File: src/rtl/dmem_pkg.sv
// Shared types for the data-memory arbiter: memory status codes, arbiter
// states, owner encoding and the latched request record.
package dmem_pkg;

    typedef enum logic [1:0] {
        DMEM_IDLE  = 2'b00,
        DMEM_BUSY  = 2'b01,
        DMEM_DONE  = 2'b10,
        DMEM_ERROR = 2'b11
    } mem_status_e;

    typedef enum logic [1:0] {
        ARB_IDLE,
        ARB_ISSUE,
        ARB_BUSY,
        ARB_RESP
    } arb_state_e;

    localparam logic OWN_PIPE = 1'b0;
    localparam logic OWN_DBG  = 1'b1;

    typedef struct packed {
        logic        owner;
        logic        we;
        logic [31:0] addr;
        logic [31:0] wdata;
    } dmem_req_t;

    function automatic logic is_final(mem_status_e s);
        return (s == DMEM_DONE) || (s == DMEM_ERROR);
    endfunction

endpackage

File: src/rtl/dmem_arb_select.sv
// Winner selection between pipeline and debug ports, with a saturating
// counter that forces a debug grant after repeated pipeline wins.
module dmem_arb_select
    import dmem_pkg::*;
#(
    parameter int STARVE_LIMIT = 4
) (
    input  logic clk_i,
    input  logic rst_i,
    input  logic p0_req_i,
    input  logic p1_req_i,
    input  logic arb_en_i,
    output logic grant_o,
    output logic owner_o
);

    localparam int CW = $clog2(STARVE_LIMIT + 1);
    localparam logic [CW-1:0] LIMIT = CW'(STARVE_LIMIT);

    logic [CW-1:0] starve_cnt_q;
    logic [CW-1:0] starve_cnt_d;

    always_comb begin
        grant_o = arb_en_i && (p0_req_i || p1_req_i);
        owner_o = OWN_PIPE;
        if (p1_req_i && (!p0_req_i || starve_cnt_q == LIMIT)) begin
            owner_o = OWN_DBG;
        end
    end

    // Only pipeline wins that made the debug port wait push the counter up.
    always_comb begin
        starve_cnt_d = starve_cnt_q;
        if (grant_o) begin
            if (owner_o == OWN_PIPE && p1_req_i) begin
                if (starve_cnt_q != LIMIT) begin
                    starve_cnt_d = starve_cnt_q + 1'b1;
                end
            end else begin
                starve_cnt_d = '0;
            end
        end
    end

    always_ff @(posedge clk_i) begin
        if (rst_i) begin
            starve_cnt_q <= '0;
        end else begin
            starve_cnt_q <= starve_cnt_d;
        end
    end

endmodule

File: src/rtl/dmem_arbiter.sv
// Shares the single DataMemory port between the pipeline memory stage and the
// debug/loader port, one transaction at a time, and stalls the pipeline.
module dmem_arbiter
    import dmem_pkg::*;
#(
    parameter int TIMEOUT      = 255,
    parameter int STARVE_LIMIT = 4
) (
    input  logic        clk,
    input  logic        rst,
    input  logic        p0_req,
    input  logic        p0_we,
    input  logic [31:0] p0_addr,
    input  logic [31:0] p0_wdata,
    output logic [31:0] p0_rdata,
    output logic        p0_done,
    output logic        p0_err,
    input  logic        p1_req,
    input  logic        p1_we,
    input  logic [31:0] p1_addr,
    input  logic [31:0] p1_wdata,
    output logic [31:0] p1_rdata,
    output logic        p1_done,
    output logic        p1_err,
    output logic        stall_m,
    output logic        mem_write_enabled,
    output logic        mem_req,
    output logic [31:0] mem_addr,
    output logic [31:0] mem_w_data,
    input  logic [31:0] mem_r_data,
    input  logic [1:0]  mem_status
);

    localparam int TW = $clog2(TIMEOUT + 1);
    localparam logic [TW-1:0] TO_LAST = TW'(TIMEOUT - 1);

    arb_state_e  state_q, state_d;
    dmem_req_t   req_q, req_d;
    logic [TW-1:0] to_cnt_q, to_cnt_d;
    logic        err_q, err_d;
    logic [31:0] p0_rdata_q, p0_rdata_d;
    logic [31:0] p1_rdata_q, p1_rdata_d;

    logic        grant;
    logic        win_owner;
    mem_status_e status;
    logic        timed_out;

    assign status    = mem_status_e'(mem_status);
    assign timed_out = (to_cnt_q == TO_LAST);

    dmem_arb_select #(
        .STARVE_LIMIT(STARVE_LIMIT)
    ) u_select (
        .clk_i   (clk),
        .rst_i   (rst),
        .p0_req_i(p0_req),
        .p1_req_i(p1_req),
        .arb_en_i(state_q == ARB_IDLE),
        .grant_o (grant),
        .owner_o (win_owner)
    );

    always_ff @(posedge clk) begin
        if (rst) begin
            state_q <= ARB_IDLE;
        end else begin
            state_q <= state_d;
        end
    end

    always_comb begin
        state_d = state_q;
        case (state_q)
            ARB_IDLE:  if (grant) state_d = ARB_ISSUE;
            ARB_ISSUE: state_d = ARB_BUSY;
            ARB_BUSY:  if (is_final(status) || timed_out) state_d = ARB_RESP;
            ARB_RESP:  state_d = ARB_IDLE;
            default:   state_d = ARB_IDLE;
        endcase
    end

    // Latches and response capture; a completion status beats the timeout.
    always_comb begin
        req_d      = req_q;
        to_cnt_d   = to_cnt_q;
        err_d      = err_q;
        p0_rdata_d = p0_rdata_q;
        p1_rdata_d = p1_rdata_q;
        case (state_q)
            ARB_IDLE: begin
                if (grant) begin
                    req_d.owner = win_owner;
                    req_d.we    = (win_owner == OWN_DBG) ? p1_we    : p0_we;
                    req_d.addr  = (win_owner == OWN_DBG) ? p1_addr  : p0_addr;
                    req_d.wdata = (win_owner == OWN_DBG) ? p1_wdata : p0_wdata;
                end
            end
            ARB_ISSUE: to_cnt_d = '0;
            ARB_BUSY: begin
                to_cnt_d = to_cnt_q + 1'b1;
                if (status == DMEM_DONE) begin
                    err_d = 1'b0;
                    if (req_q.owner == OWN_PIPE) p0_rdata_d = mem_r_data;
                    else                         p1_rdata_d = mem_r_data;
                end else if (status == DMEM_ERROR || timed_out) begin
                    err_d = 1'b1;
                    if (req_q.owner == OWN_PIPE) p0_rdata_d = '0;
                    else                         p1_rdata_d = '0;
                end
            end
            default: ;
        endcase
    end

    always_ff @(posedge clk) begin
        if (rst) begin
            req_q      <= '0;
            to_cnt_q   <= '0;
            err_q      <= 1'b0;
            p0_rdata_q <= '0;
            p1_rdata_q <= '0;
        end else begin
            req_q      <= req_d;
            to_cnt_q   <= to_cnt_d;
            err_q      <= err_d;
            p0_rdata_q <= p0_rdata_d;
            p1_rdata_q <= p1_rdata_d;
        end
    end

    always_comb begin
        mem_req           = (state_q == ARB_ISSUE);
        mem_write_enabled = 1'b0;
        mem_addr          = '0;
        mem_w_data        = '0;
        if (state_q == ARB_ISSUE || state_q == ARB_BUSY) begin
            mem_write_enabled = req_q.we;
            mem_addr          = req_q.addr;
            mem_w_data        = req_q.wdata;
        end
        p0_done = (state_q == ARB_RESP) && (req_q.owner == OWN_PIPE);
        p1_done = (state_q == ARB_RESP) && (req_q.owner == OWN_DBG);
        p0_err  = p0_done && err_q;
        p1_err  = p1_done && err_q;
        stall_m = p0_req && !p0_done;
    end

    assign p0_rdata = p0_rdata_q;
    assign p1_rdata = p1_rdata_q;

endmodule

File: config.mk
export PLATFORM = sky130hd
export DESIGN_NAME = dmem_arbiter
export DESIGN_NICKNAME = d
export VERILOG_FILES = /design/src/rtl/dmem_pkg.sv /design/src/rtl/dmem_arb_select.sv /design/src/rtl/dmem_arbiter.sv
export SDC_FILE = /design/constraint.sdc
export NUM_CORES = 1
export LEC_CHECK = 0
export CORE_MARGIN = 8
export CORE_UTILIZATION = 46
export CTS_BUF_LIST = sky130_fd_sc_hd__clkbuf_4
export DETAILED_ROUTE_END_ITERATION = 8
export PLACE_DENSITY_LB_ADDON = 0.08
export SLEW_MARGIN = 0
export SYNTH_ARGS = -nofsm -noshare
export SYNTH_HDL_FRONTEND = slang
export SYNTH_SLANG_ARGS = --single-unit
File: constraint.sdc
create_clock -name clk -period 5.25 [get_ports clk]
set_clock_uncertainty 0.15 [all_clocks]
set_input_delay 0.525 -clock clk [delete_from_list [all_inputs] [get_ports clk]]
set_output_delay 0.525 -clock clk [all_outputs]
set_load 0.02 [all_outputs]
==> impl_metrics.json <==
{
  "tightest_slew_ns": 1.141,
  "clk_latency_ns": 0.54,
  "drt_iter0_drc": 350,
  "start_kind": "flip-flop",
  "synth.ff_latch_count": 144,
  "drt-wirelength-per-cell_um": 17.25,
  "antenna_found_initial": 1,
  "period_needed_ns": 3.576,
  "min_to": "p0_rdata[19]$_SDFFE_PP0P_",
  "hold_viol": 0,
  "finalCritPeriodShare_pct": 68.11,
  "cts.sinks": 144,
  "dpl.cell_count": 1165,
  "synth-edff-count": 0,
  "first_global_vias": 6053,
  "grt_pass1_wl_um": 32270,
  "leakagePower_nw": 3.750,
  "fin_util_pct": 70.22,
  "finalWirelength_um": 20620,
  "r2r_end": "req_q[25]$_SDFFE_PP0P_",
  "die_area_sq_um": 17870,
  "design_area_sq_um": 9634,
  "crit_slowest_cell": "clkdlybuf4s50_1",
  "cts-resized-gates": 0,
  "grt.total_usage_pct": 22.71,
  "max_stage_delay_ns": 0.63,
  "ir_drop_mv": 0.2071,
  "cap_violations": 0,
  "r2r_start": "u_select.starve_cnt_q[0]$_SDFFE_PP0P_",
  "layout-drive-gt1-share_pct": 4.339,
  "io_buffers": 302,
  "fin_ws_ns": 1.674,
  "async_reset_ff_share_pct": 0,
  "ys.flop_type": "dfxtp_1",
  "ioPinCount": 303,
  "critPathBufInv": 3,
  "synth_cell_types": 34,
  "clk_pin_slew_worst_paths_ns": 0.11,
  "vias": 6101,
  "fp-row-count": 43,
  "hold_ws_ns": 0.3310,
  "start_util_pct": 46.44,
  "crit_path_cell_trace": "inv_1 -> ha_1 -> buf_4 -> and2_1 -> clkdlybuf4s50_1",
  "yosysMostFrequentCell": "dfxtp_1",
  "gp_congestion": 0.7857,
  "cp_max_fo": 57,
  "postCtsHoldBufs": 0,
  "synth_top_area_share_pct": 45.25,
  "die_y_um": 133.7,
  "area_growth_pct": 51.22,
  "synth_cells": 741,
  "clk_path_buf_depth": 2,
  "fin_cells": 1195,
  "status": "finished clean",
  "coreArea_sq_um": 13720,
  "reg2regPathDepth": 7,
  "ant_nets": 0,
  "dr.pass1.iters": 4,
  "finalPower_mw": 3.565,
  "syn_area_per_cell_sq_um": 8.598,
  "netlist.top_cell.by_area": "dfxtp_1",
  "grt_max_degree": 100,
  "rsz0062_at_grt": "false",
  "dp.final_hpwl_um": 15060,
  "tns_ns": 0,
  "setup_viol": 0,
  "pre_cts_slack_ns": 2.159,
  "power_density_nw_per_um2": 370.1,
  "die_w_um": 133.7,
  "path_class": "reg -> out",
  "drcViolationCount": 0,
  "postPlaceCellArea_sq_um": 9368,
  "slew_headroom_pct": 23.92,
  "min_path_cells": 2,
  "hold_class": "reg -> reg",
  "post_drt_via_cell_ratio": 5.105,
  "syn-num-nets": 917,
  "htreeDepth": 4,
  "min_from": "p0_rdata[19]$_SDFFE_PP0P_",
  "yosysWarnings": 0,
  "postCtsSetupBuffers": 0,
  "r2r_slack_ns": 2.69,
  "syn_area_sq_um": 6371,
  "cp-end-kind": "primary output",
  "critPathRequiredTime_ns": 4.58,
  "num-nets-final": 1180,
  "fmax_mhz": 279.7,
  "slew_viol_final": 0,
  "cp.arrival_ns": 2.90,
  "cts_tree": "built",
  "cts-buffers-inserted": 17,
  "ys_top_cells_by_count": "144 x dfxtp_1, 103 x a21oi_1, 99 x o21ai_0",
  "ys_top_cells_by_area": "dfxtp_1 45%, mux2i_1 10%, a21oi_1 8.1%",
  "clockRootBuffer": "clkbuf_4",
  "yosysSeqAreaShare_pct": 45.25,
  "cp_top_family": "buffers and inverters",
  "grt_overflow_total": 0
}
sequential cells by signal (all words and copies together), names as in the netlist:
signal,count
err_q,1
u_select.starve_cnt_q,3
req_q,66
p0_rdata,32
state_q,2
to_cnt_q,8
p1_rdata,32
metal layers:
metal  global-route usage [%]  wire length [um]  vias up
met5                        0                 0        -
met4                    12.35               928        0
met3                    8.283              1801       52
met2                    36.16              9532      240
met1                    26.04              8356     2738
li1                         -                 -     3071
power breakdown:
group	internal, mW	switching [mW]
combinational	0.641	0.782
clock	0.325	0.379
sequential	1.32	0.120
total	2.28	1.28
tightest hold or removal path: cells and delay by family, from the launching register on:
family / cells / cell delay (ns)
DFF: 1 / 0.32
AOI/OAI and AO/OA: 2 / 0.12
kinds of logic after synthesis:
kind of cell / count (synthesis) / synth area share [%]
AND/OR/NAND/NOR: 200 / 15.04
buffers and inverters: 75 / 5.636
AO/OA/AOI/OAI: 240 / 21.03
adder cells (fa/ha/maj): 8 / 1.571
XOR/XNOR: 8 / 1.100
flip-flops: 144 / 45.25
multiplexers: 66 / 10.37
worst max path at each step:
stage,start,to,slack (ns),cells past startpoint
after detailed placement,p0_req,req_q[24]$_SDFFE_PP0P_,2.16,6
after floorplan,state_q[0]$_SDFFE_PP0P_,mem_addr[31],3.17,5
after global routing,state_q[0]$_SDFFE_PP0P_,mem_write_enabled,1.47,5
after CTS,state_q[0]$_SDFFE_PP0P_,mem_write_enabled,1.61,5
after global placement,p0_req,req_q[23]$_SDFFE_PP0P_,2.23,6
final,state_q[0]$_SDFFE_PP0P_,mem_write_enabled,1.67,5
cell usage in the layout, fill, tap and decap left out, types with 2 or more instances in the layout:
| cell | synthesis | final |
|---|---|---|
| clkdlybuf4s50_1 | 0 | 301 |
| dfxtp_1 | 144 | 144 |
| a21oi_1 | 103 | 103 |
| o21ai_0 | 99 | 99 |
| nand2_1 | 72 | 72 |
| and2_1 | 69 | 69 |
| mux2i_1 | 66 | 66 |
| nor2_1 | 46 | 44 |
| a211oi_1 | 30 | 30 |
| clkbuf_4 | 0 | 19 |
| inv_1 | 10 | 10 |
| ha_1 | 8 | 8 |
| buf_4 | 3 | 8 |
| xor2_1 | 6 | 6 |
| clkinv_2 | 0 | 4 |
| nor2b_1 | 3 | 3 |
| clkinv_1 | 0 | 3 |
| bufinv_16 | 0 | 3 |
| and3_1 | 2 | 2 |
| nand2b_1 | 3 | 2 |
| nor2_2 | 0 | 2 |
| xnor2_1 | 2 | 2 |
| nand3_1 | 2 | 2 |
| nand4_1 | 2 | 2 |
area by class of cell:
| class | instances | area [sq um] |
|---|---|---|
| Sequential cell | 144 | 2883 |
| Clock inverter | 10 | 121.4 |
| Inverter | 10 | 37.54 |
| Tap cell | 180 | 225.2 |
| Antenna cell | 1 | 2.502 |
| Timing Repair Buffer | 309 | 3073 |
| Fill cell | 1155 | 4085 |
| Multi-Input combinational cell | 522 | 3149 |
| Clock buffer | 19 | 142.6 |
Power figures use the tool's default switching activity.
